[config.mk]
export PLATFORM = sky130hd
export DESIGN_NAME = urp_pcie_tlp_rr_scheduler
export DESIGN_NICKNAME = d
export VERILOG_FILES = /design/src/rtl/urp_pcie_tlp_rr_scheduler.sv
export SDC_FILE = /design/constraint.sdc
export NUM_CORES = 1
export LEC_CHECK = 0
export ABC_AREA = 1
export CAP_MARGIN = 20
export CORE_UTILIZATION = 32
export CTS_BUF_LIST = sky130_fd_sc_hd__clkbuf_4
export CTS_CLUSTER_DIAMETER = 30
export DETAILED_ROUTE_END_ITERATION = 6
export PLACE_DENSITY = 0.83
export REMOVE_ABC_BUFFERS = 1
export SYNTH_ARGS = -nofsm -noshare
export SYNTH_HDL_FRONTEND = slang
export SYNTH_SLANG_ARGS = --single-unit
[constraint.sdc]
create_clock -name clk -period 2 [get_ports clk]
set_input_delay 0.2 -clock clk [delete_from_list [all_inputs] [get_ports clk]]
set_output_delay 0.2 -clock clk [all_outputs]
set_load 0.01 [all_outputs]
[src/rtl/urp_pcie_tlp_rr_scheduler.sv]
// ---------------------------------------------------------------------------
// urp_pcie_tlp_rr_scheduler
//
// Packet-locked round-robin scheduler. Merges N_SRC word streams (for example,
// the per-buffer TLP FIFOs) into a single TLP word stream toward the RX
// transaction layer. A winning source keeps the grant until its last word is
// accepted, so TLPs are never interleaved. A header-credit counter gates
// admission. A length watchdog ends runaway packets after MAX_WORDS words and
// sets a sticky error flag.
//
// Ports:
//   clk             rising-edge clock
//   rst_n           synchronous active-low reset
//   src_valid_i     per-source word valid
//   src_last_i      per-source last-word flag (qualified by valid)
//   src_data_i      packed source words, source i at [i*DATA_WIDTH +: DATA_WIDTH]
//   src_ready_o     per-source ready (only the granted source sees dst_ready_i)
//   dst_valid_o     output word valid
//   dst_last_o      output last word (forced high on a watchdog cut)
//   dst_data_o      output word
//   dst_ready_i     downstream ready
//   credit_return_i one-cycle pulse returning one header credit
//   grant_o         one-hot current owner, 0 when idle
//   busy_o          high while a packet is being transferred
//   credit_cnt_o    available header credits
//   len_err_o       sticky length-violation flag
// ---------------------------------------------------------------------------
module urp_pcie_tlp_rr_scheduler #(
    parameter int N_SRC      = 2,
    parameter int DATA_WIDTH = 32,
    parameter int CREDIT_MAX = 4,
    parameter int MAX_WORDS  = 7
) (
    input  logic                        clk,
    input  logic                        rst_n,
    input  logic [N_SRC-1:0]            src_valid_i,
    input  logic [N_SRC-1:0]            src_last_i,
    input  logic [N_SRC*DATA_WIDTH-1:0] src_data_i,
    output logic [N_SRC-1:0]            src_ready_o,
    output logic                        dst_valid_o,
    output logic                        dst_last_o,
    output logic [DATA_WIDTH-1:0]       dst_data_o,
    input  logic                        dst_ready_i,
    input  logic                        credit_return_i,
    output logic [N_SRC-1:0]            grant_o,
    output logic                        busy_o,
    output logic [3:0]                  credit_cnt_o,
    output logic                        len_err_o
);

    localparam int IDX_W = (N_SRC > 1) ? $clog2(N_SRC) : 1;
    localparam int CNT_W = $clog2(MAX_WORDS + 1);

    localparam logic [3:0]       CREDIT_INIT = 4'(CREDIT_MAX);
    localparam logic [CNT_W-1:0] CNT_LIMIT   = CNT_W'(MAX_WORDS - 1);
    localparam logic [IDX_W-1:0] IDX_LAST    = IDX_W'(N_SRC - 1);

    typedef enum logic {
        ST_IDLE = 1'b0,
        ST_XFER = 1'b1
    } state_t;

    state_t             r_state;
    logic [N_SRC-1:0]   r_grant;
    logic [IDX_W-1:0]   r_gidx;
    logic [IDX_W-1:0]   r_last_grant;
    logic [3:0]         r_credit;
    logic [CNT_W-1:0]   r_cnt;
    logic               r_len_err;

    state_t             w_state_next;
    logic [N_SRC-1:0]   w_grant_next;
    logic [IDX_W-1:0]   w_gidx_next;
    logic [IDX_W-1:0]   w_last_grant_next;
    logic [3:0]         w_credit_next;
    logic [CNT_W-1:0]   w_cnt_next;
    logic               w_len_err_next;
    logic               w_do_grant;

    logic               w_pick_found;
    logic [IDX_W-1:0]   w_pick_idx;

    logic               w_g_valid;
    logic               w_g_last;
    logic [DATA_WIDTH-1:0] w_g_data;
    logic               w_at_limit;
    logic               w_end_pkt;
    logic               w_hs;

    // Round-robin pick: first valid source strictly after the last winner, wrapping.
    always_comb begin
        logic             v_found;
        logic [IDX_W-1:0] v_pick;
        logic [IDX_W-1:0] v_cand;
        logic             v_hit;
        v_found = 1'b0;
        v_pick  = '0;
        v_cand  = '0;
        v_hit   = 1'b0;
        for (int k = 1; k <= N_SRC; k++) begin
            v_cand  = IDX_W'((int'(r_last_grant) + k) % N_SRC);
            v_hit   = src_valid_i[v_cand] & ~v_found;
            v_pick  = v_hit ? v_cand : v_pick;
            v_found = v_found | v_hit;
        end
        w_pick_found = v_found;
        w_pick_idx   = v_pick;
    end

    // Selects the granted source's word and handshake qualifiers.
    always_comb begin
        w_g_valid  = src_valid_i[r_gidx];
        w_g_last   = src_last_i[r_gidx];
        w_g_data   = src_data_i[r_gidx*DATA_WIDTH +: DATA_WIDTH];
        // The word that would become word number MAX_WORDS gets cut.
        w_at_limit = (r_cnt == CNT_LIMIT);
        w_end_pkt  = w_g_last | w_at_limit;
        w_hs       = (r_state == ST_XFER) & w_g_valid & dst_ready_i;
    end

    // FSM next-state logic and combinational pass-through outputs.
    always_comb begin
        w_state_next      = r_state;
        w_grant_next      = r_grant;
        w_gidx_next       = r_gidx;
        w_last_grant_next = r_last_grant;
        w_cnt_next        = r_cnt;
        w_len_err_next    = r_len_err;
        w_do_grant        = 1'b0;
        dst_valid_o       = 1'b0;
        dst_last_o        = 1'b0;
        dst_data_o        = '0;
        src_ready_o       = '0;
        case (r_state)
            ST_IDLE: begin
                // Arbitration cycle moves no data; it costs one bubble per packet.
                if (w_pick_found && (r_credit != 4'd0)) begin
                    w_do_grant        = 1'b1;
                    w_state_next      = ST_XFER;
                    w_gidx_next       = w_pick_idx;
                    w_last_grant_next = w_pick_idx;
                    w_grant_next      = N_SRC'(1) << w_pick_idx;
                    w_cnt_next        = '0;
                end else begin
                    w_state_next      = ST_IDLE;
                end
            end
            ST_XFER: begin
                dst_valid_o          = w_g_valid;
                dst_data_o           = w_g_data;
                dst_last_o           = w_end_pkt;
                src_ready_o[r_gidx]  = dst_ready_i;
                if (w_hs) begin
                    if (w_end_pkt) begin
                        w_state_next   = ST_IDLE;
                        w_grant_next   = '0;
                        w_cnt_next     = '0;
                        w_len_err_next = r_len_err | (w_at_limit & ~w_g_last);
                    end else begin
                        w_cnt_next     = r_cnt + CNT_W'(1);
                    end
                end else begin
                    // Stalled source or sink: hold the grant indefinitely.
                    w_state_next = ST_XFER;
                end
            end
            default: begin
                w_state_next = ST_IDLE;
                w_grant_next = '0;
                w_cnt_next   = '0;
            end
        endcase
    end

    // Header credit accounting; a grant and a return in the same cycle cancel.
    always_comb begin
        case ({w_do_grant, credit_return_i})
            2'b10:   w_credit_next = r_credit - 4'd1;
            2'b01:   w_credit_next = (r_credit == CREDIT_INIT) ? r_credit : (r_credit + 4'd1);
            default: w_credit_next = r_credit;
        endcase
    end

    // State and bookkeeping registers with synchronous active-low reset.
    always_ff @(posedge clk) begin
        if (!rst_n) begin
            r_state      <= ST_IDLE;
            r_grant      <= '0;
            r_gidx       <= '0;
            r_last_grant <= IDX_LAST;
            r_credit     <= CREDIT_INIT;
            r_cnt        <= '0;
            r_len_err    <= 1'b0;
        end else begin
            r_state      <= w_state_next;
            r_grant      <= w_grant_next;
            r_gidx       <= w_gidx_next;
            r_last_grant <= w_last_grant_next;
            r_credit     <= w_credit_next;
            r_cnt        <= w_cnt_next;
            r_len_err    <= w_len_err_next;
        end
    end

    assign grant_o      = r_grant;
    assign busy_o       = (r_state == ST_XFER);
    assign credit_cnt_o = r_credit;
    assign len_err_o    = r_len_err;

endmodule

==> Word level (Yosys, flattened, before mapping) <==
Index checks and enable logic that the tools add are counted.
{ "op_classes": {"n_addsub": 5, "order_cmp": 4, "eq_ne": 8, "shift": 2, "muxes": 31, "bitwise": 11, "n_reduce_logical": 9} }
{ "op_table": {"columns": ["op", "n"], "rows": [
  ["$shiftx 64x7->32", 1],
  ["$mux 32", 1],
  ["$mux 1", 17],
  ["$mux 3", 3],
  ["$mux 2", 4],
  ["$pmux 4 s2", 1],
  ["$lt 1x2->1 const B", 3],
  ["$pmux 3 s2", 1],
  ["$reduce_and 2->1", 3],
  ["$reduce_and 3->1", 2],
  ["$add 4x1->4 const B", 1],
  ["$and 1x1->1", 4],
  ["$eq 4x3->1 const B", 1],
  ["$mux 4", 1],
  ["$ne 2x1->1 const B", 2],
  ["$ne 2x2->1 const B", 2],
  ["$pmux 2 s2", 1],
  ["$reduce_bool 4->1", 1],
  ["$sub 4x1->4 const B", 1],
  ["$add 3x1->3 const B", 1],
  ["$eq 3x3->1 const B", 1],
  ["$not 1->1", 3],
  ["$or 1x1->1", 3],
  ["$add 1x1->1 const B", 2],
  ["other kinds (9)", 10]
]} }
{ "totals": {"ff_bits": 13, "in_bits": 72, "out_inout_bits": 44, "wordCells": 77} }

==> Logic depth before layout (Yosys ltp) <==
Gate-level depths: netlist of run 1.
{ "logic_depth": {"word_depth": 12, "ltp_mapped": 12, "mapped_depth_nobuf": 12} }

==> Worst setup path before layout of run 1 <==
No wires, ideal clock.
{ "synth_timing": {"kind": "register -> register", "startpoint": "register r_credit[0], in the netlist credit_cnt_o[0]", "endpoint": "register r_credit[3], in the netlist credit_cnt_o[3]", "setup_time_ns": 0.115, "arrival_ns": 1.661, "t_required_ns": 1.885, "path_slack_ns": 0.224, "path_stages_with_launch": 12, "path_cell_list": "dfxtp_1 > nor2_1 > nand2_1 > nand3_4 > nand2_1 > ha_1 > nand3_1 > nand3_1 > inv_1 > nand3_1 > a21oi_1 > nor2_1"} }
{ "synth_between": {"elab_chain_cells": 7, "word_cells_on_any_way": 14, "classes_between": "add/sub (2); eq/ne (4); mux (4); reduce/logical (4)"} }
{ "synth_lines": {"columns": ["item", "line", "text"], "rows": [
  ["from (decl)", "67", "logic [3:0] r_credit;"],
  ["from (signal assigned)", "199", "r_credit <= w_credit_next;"],
  ["$reduce_bool 4->1", "137", "if (w_pick_found && (r_credit != 4'd0)) begin"],
  ["$logic_and 1x1->1", "137", null],
  ["$mux 1", "137", null],
  ["$mux 1", "134", "case (r_state)"],
  ["$eq 2x1->1 or $eq 2x2->1 (tied branches)", "177", "case ({w_do_grant, credit_return_i})"],
  ["$ne 2x2->1 (no line) or $reduce_bool 2->1 (tied branches)", null, null],
  ["$reduce_and 2->1 (no line)", null, null]
]} }
Parallel ways exist; a longest one is shown, timed or not. The select of a mux whose other input is x is not followed.
A chain may end at the register's enable or synchronous reset.

==> Worst setup path in the final report of run 1 <==
{ "layout_timing": {"startpoint": "register r_gidx", "endpoint": "output port dst_last_o"} }
{ "layout_between": {"elab_chain_cells": 4} }
{ "layout_lines": {"columns": ["item", "line", "text"], "rows": [
  ["from (decl)", "65", "logic [IDX_W-1:0] r_gidx;"],
  ["from (signal assigned)", "197", "r_gidx <= w_gidx_next;"],
  ["$mux 1 (implied by the code) (2 in series)", "113", "w_g_last = src_last_i[r_gidx];"],
  ["$or 1x1->1", "117", "w_end_pkt = w_g_last | w_at_limit;"],
  ["$mux 1", "134", null],
  ["to (decl)", "41", "output logic dst_last_o,"]
]} }
No other way between the ends. The select of a mux whose other input is x is not followed.

==> metrics.md, run 1 <==
| Metric | Value |
|---|---|
| Vias in the first global route | between 1500 and 2000 |
| Pleak | approximately 1.1 nW |
| Final hold vios | 0 |
| GPL Wtd Cong | 0.800 |
| Die area | between 4000 and 5000 µm² |
| Antenna diodes | 0 |
| Worst Path Max Fanout | 34 |
| Worst-margin pin slew | around 0.37 ns |
| Global-route wire length before repair | roughly 7600 µm |
| WL per Instance | between 10 and 15 µm |
| Non-filler cells, final | 383 |
| Detailed-route DRC error count | 0 |
| Area Overhead vs Synth | 100% |
| Syn avg cell area | roughly 5.7 µm² |
| Worst-case vdd ir drop | about 0.58 mV |
| FP Rows | 22 |
| Iteration-0 DRC Markers | 121 |
| Core Util, Final | around two thirds |
| Post-synth EDFFs | 0 |
| Synth warn | 0 |
| Initial core utilization | approximately 34% |
| Fin. max-slew vios | 0 |
| Max Freq | about 520 MHz |
| Final net count | slightly above 400 |
| DP Worst Slack | -0.0278 ns |
| Detailed Place HPWL | between 3000 and 4000 µm |
| Core Area | 3720 µm² |
| Register area share after synthesis | between 20% and 30% |
| Clock buffer depth | 2 |
| PwrDens | 629 nW/µm² |
| First-pass DRT Iterations | 4 |
| Clock Latency Late Sink | roughly 0.30 ns |
| Post-CTS Setup Inserts | 0 |
| Largest net degree at the start of global routing | 37 |
| Die height | between 60 and 70 µm |
| Worst min-delay path category | reg -> reg |
| Outcome | finished, final reports clean |
| Critical Path Source Type | flop |
| XOR/XNOR share of the synthesized area | between 1 and 1.5% |
| Post-synthesis adder-cell area fraction | 5.55% |
| Ys async rst share | 0% |
| Crit path kind | reg -> out |
| Worst Path Arrival | around 1.7 ns |
| Total track usage | 22.8% |
| Final Worst Setup Slack | approximately 0.08 ns |
| Worst Path Required | 1.80 ns |
| Synth Register Bits | 13 |
| Ports | 116 |
| Post-DRT Antenna Nets | 0 |
| Most frequent cells in the layout | 115 x clkdlybuf4s50_1, 90 x nand2_1, 40 x a21oi_1 |
| Library cells used by synthesis | 27 |
| H-Tree Depth | 1 |
| Minimum clock period | about 1.9 ns |
| Mux cell area share after synthesis | 0% |
| Setup tns final | 0 ns |
| Flop-to-flop setup slack | between 0.1 and 0.15 ns |
| Via count | between 1500 and 2000 |
| Ys flop type | dfxtp_1 |
| Tcrit/Tclk final | a little over nine tenths |
| Critical path endpoint category | primary output |
| Chip width | roughly 65 µm |
| Grt ovf | 0 |
| CTS clk-pin slew, worst paths | 0.09 ns |
| Mapped Cells | around 220 |
| Total of max-cap violations | 0 |
| CTS buffer count | 3 |
| Skew final | roughly 0.014 ns |
| Hold-fix buffers, CTS | 0 |
| RSZ-0062 raised after global routing | false |
| CTS resizes | 4 |
| Routed vias/inst | ~5 |
| Commonest non-fill, non-tap cell in the layout | clkdlybuf4s50_1 |
| Port Buf Inserts | around 120 |
| Post-synthesis simple-gate area fraction | about 44% |
| DRT Wirelength | 4960 µm |
| Antenna violations before repair | 0 |
| Synth Area in Compound Gates | between 10% and 20% |
| Slew headroom | between 70% and 80% |
| CTS Sinks | 13 |
| CTS tree | yes |
| Netlist Area Pre-Place | between 1000 and 1500 µm² |
| Main combinational cell family by area after synthesis | simple AND/OR/NAND/NOR gates |
| Setup-failing EPs final | 0 |
| Fin Hold WS | approximately 0.45 ns |
| Layout cells sized above 1 | 8.66% |
| Root buf cell | clkbuf_4 |
| Placed cells | about 380 |
-- path summary, 6_finish.rpt --
| kind | startpoint | end | cells after the start |
|---|---|---|---|
| worst max register to register | credit_cnt_o[1] | credit_cnt_o[3] | 11 |
| worst min register to register | len_err_o | len_err_o | 2 |
| worst min-delay path | len_err_o | len_err_o | 2 |
| worst max-delay path | r_gidx | dst_last_o | 6 |
-- registers in the layout (all words and copies together) (netlist names) --
| register | flops |
|---|---|
| r_last_grant | 1 |
| credit_cnt_o | 4 |
| r_cnt | 3 |
| r_gidx | 1 |
| grant_o | 2 |
| busy_o | 1 |
| len_err_o | 1 |
-- layout make-up --
cell class | count | area (µm²)
clock buffer | 4 | 30.0
fill | 341 | 1190
inverter | 18 | 77.6
multi-input combinational | 178 | 872
sequential | 13 | 267
tap | 48 | 60.1
timing repair buffer | 122 | 1220
-- worst max-delay path: stages (launching register included) --
cell and delay, ns:
dfxtp_4 0.39, inv_8 0.17, nand2_1 0.11, nand3_2 0.11, nand2_1 0.05, inv_1 0.05
clkdlybuf4s50_1 0.53
-- report_power, final --
group | internal, W | switching [W] | total [W]
Sequential | 0.000313 | 0.0000632 | 0.000376
Combinational | 0.000531 | 0.000488 | 0.00102
Clock | 0.0000915 | 0.000102 | 0.000193
-- Yosys cell counts (all sizes together) (2+ instances only) --
library cell | n | area, µm²
clkbuf | 9 | 33.8
a21oi | 40 | 200
dfxtp | 13 | 260
nand2 | 95 | 384
nor2 | 14 | 55.1
o21ai | 3 | 15.0
inv | 17 | 68.8
nand3 | 13 | 82.6
buf | 3 | 23.8
nor3 | 3 | 15.0
nand4 | 2 | 12.5
ha | 4 | 50.1
-- per-stage QoR --
step | power [W] | cell area, µm²
6_report | 0.00159 | 2530
3_5_place_dp | 0.00138 | 2470
5_1_grt | 0.00170 | 2530
3_3_place_gp | 0.00136 | 2470
2_1_floorplan | 0.000859 | 1200
4_1_cts | 0.00158 | 2510
-- per-layer routing --
metal | up-vias | global-route usage [%] | wire length, µm
li1 | 936 | - | -
met1 | 845 | 26.3 | 2010
met2 | 79 | 39.6 | 2310
met3 | 11 | 5.99 | 524
met4 | 0 | 8.89 | 111
met5 | - | 0 | 0
-- cell families after synthesis --
group           after synthesis
simple gates                127
compound gates               44
buf+inv                      30
flops                        13
fa+ha+maj                     5
xor+xnor                      2
(Power assumes the default switching activity.)
==> inputs of run 2 (changes only) <==
- CORE_ASPECT_RATIO: default -> 0.7
==> run 2 against run 1 <==
Final cell count up 1.6%. Routed wire length up 5.2%. Global-route usage down 0.30 points. Die area about the same. First-iteration DRC count down 50%. Clock-buffer cell count down 1. Combinational power up 4%. Sequential power up 2%. Largest power group unchanged. Highest routed layer unchanged.
==> metrics.md, run 2 (synthesis gave the netlist of run 1 again) <==
| Metric | Value |
|---|---|
| Root buf cell | clkbuf_4 |
| Worst min-delay path category | reg -> reg |
| Most frequent cells in the layout | 107 x clkdlybuf4s50_1, 89 x nand2_1, 40 x a21oi_1 |
| WL per Instance | 13.4 µm |
| Tcrit/Tclk final | just under 100% |
| Routed vias/inst | 4.77 |
| Worst-case vdd ir drop | 0.683 mV |
| Fill count | 319 |
| Power Total | between 0.0015 and 0.002 W |
| CTS Sinks | 13 |
| Setup-failing EPs final | 0 |
| Hold-fix buffers, CTS | 0 |
| Worst Path Arrival | roughly 1.7 ns |
| Post-DRT Antenna Nets | 0 |
| Port Buf Inserts | roughly 120 |
| PwrDens | about 620 nW/µm² |
| Clock buffer depth | 2 |
| Minimum clock period | between 1.5 and 2 ns |
| Top Layer Used | met4 |
| RSZ-0062 raised after global routing | false |
| CTS tree | yes |
| Grt ovf | 0 |
| Initial core utilization | 34.6% |
| WL met3 | roughly 350 µm |
| Via count | ~1900 |
| Total track usage | 22.5% |
| Detailed-route DRC error count | 0 |
| Fin. max-slew vios | 0 |
| Core Util, Final | a little under three quarters |
| Detailed Place HPWL | around 3800 µm |
| Final net count | around 420 |
| Chip width | a little under 80 µm |
| Critical path endpoint category | primary output |
| Worst-margin pin slew | 0.337 ns |
| Die height | between 50 and 60 µm |
| Core Area | roughly 3600 µm² |
| Iteration-0 DRC Markers | 60 |
| Global-route wire length before repair | 7400 µm |
| Outcome | finished, final reports clean |
| Antenna violations before repair | 0 |
| Max Freq | 515 MHz |
| GPL Wtd Cong | between 0.8 and 0.9 |
| Met1 WL | between 2000 and 2500 µm |
| DRT Wirelength | about 5200 µm |
| Worst Path Max Fanout | 17 |
| Skew final | around 0.0041 ns |
| H-Tree Depth | 1 |
| Layout cells sized above 1 | between 10% and 20% |
| Final hold vios | 0 |
| Max FFs per register | 4 |
| Wire length on met2 | 2590 µm |
| Commonest non-fill, non-tap cell in the layout | clkdlybuf4s50_1 |
| CTS clk-pin slew, worst paths | approximately 0.080 ns |
| Worst Path Required | approximately 1.8 ns |
| Slew headroom | around 77% |
| Crit path kind | reg -> out |
| Ports | about 120 |
| Vias in the first global route | approximately 1500 |
| Area Overhead vs Synth | 108% |
| Pleak | approximately 1.2 nW |
| Clock Latency Late Sink | around 0.29 ns |
| Total of max-cap violations | 0 |
| First-pass DRT Iterations | 5 |
| Die area | approximately 4200 µm² |
| Critical Path Source Type | flop |
| FP Rows | 18 |
| CTS buffer count | 3 |
| Largest net degree at the start of global routing | 35 |
| Antenna diodes | 0 |
run 2: through the flow:
step	worst slack [ns]	TNS (ns)	instance area [µm²]	hold WS, ns	cells
2_1_floorplan	0.0563	0	1200	0.284	209
4_1_cts	0.0296	0	2520	0.466	385
5_1_grt	0.000708	0	2620	0.495	389
6_report	0.0580	0	2620	0.467	389
3_5_place_dp	-0.0381	-0.0534	2480	0.454	381
3_3_place_gp	0.0328	0	2480	0.441	381
run 2: worst paths after layout:
kind | slack [ns] | end | start | cells after the start
worst min-delay path | 0.47 | len_err_o | len_err_o | 2
worst max-delay path | 0.06 | dst_data_o[28] | r_gidx | 5
worst min register to register | 0.47 | len_err_o | len_err_o | 2
worst max register to register | 0.19 | credit_cnt_o[3] | credit_cnt_o[1] | 11
run 2: area by class of cell:
type / count / area, µm² / area share (%)
clock buffers: 3 / 22.5 / 0.859
repair buffers: 125 / 1300 / 49.5
clock inverters: 1 / 5.00 / 0.191
repair inverters: 1 / 8.76 / 0.334
inverters: 18 / 82.6 / 3.15
multi-input cells: 178 / 877 / 33.5
well taps: 50 / 62.6 / 2.39
flip-flops and latches: 13 / 265 / 10.1
run 2: power by group:
part           switching (W)  leakage [nW]  internal (W)
Clock              0.0000978        0.0177     0.0000744
Sequential         0.0000706         0.108      0.000311
Combinational       0.000505          1.11      0.000557
run 2: critical path: stages, from the launching register on:
cell and delay [ns]:
dfxtp_4 0.42, buf_4 0.16, inv_6 0.12, nand2_1 0.07, a21oi_1 0.12, clkdlybuf4s50_1 0.56
run 2: repair_timing:
item | 4_1_cts | 5_1_grt
gates cloned | 0 | 3
endpoints found under the setup margin | 7 | 15
gates resized for setup | 3 | 14
setup buffers | 0 | 1
run 2: layer usage:
metal  GRT usage, %  up-vias
met2           41.4       73
met5              0        -
met4           4.40        0
met1           27.1      834
li1               -      943
met3           6.33        6
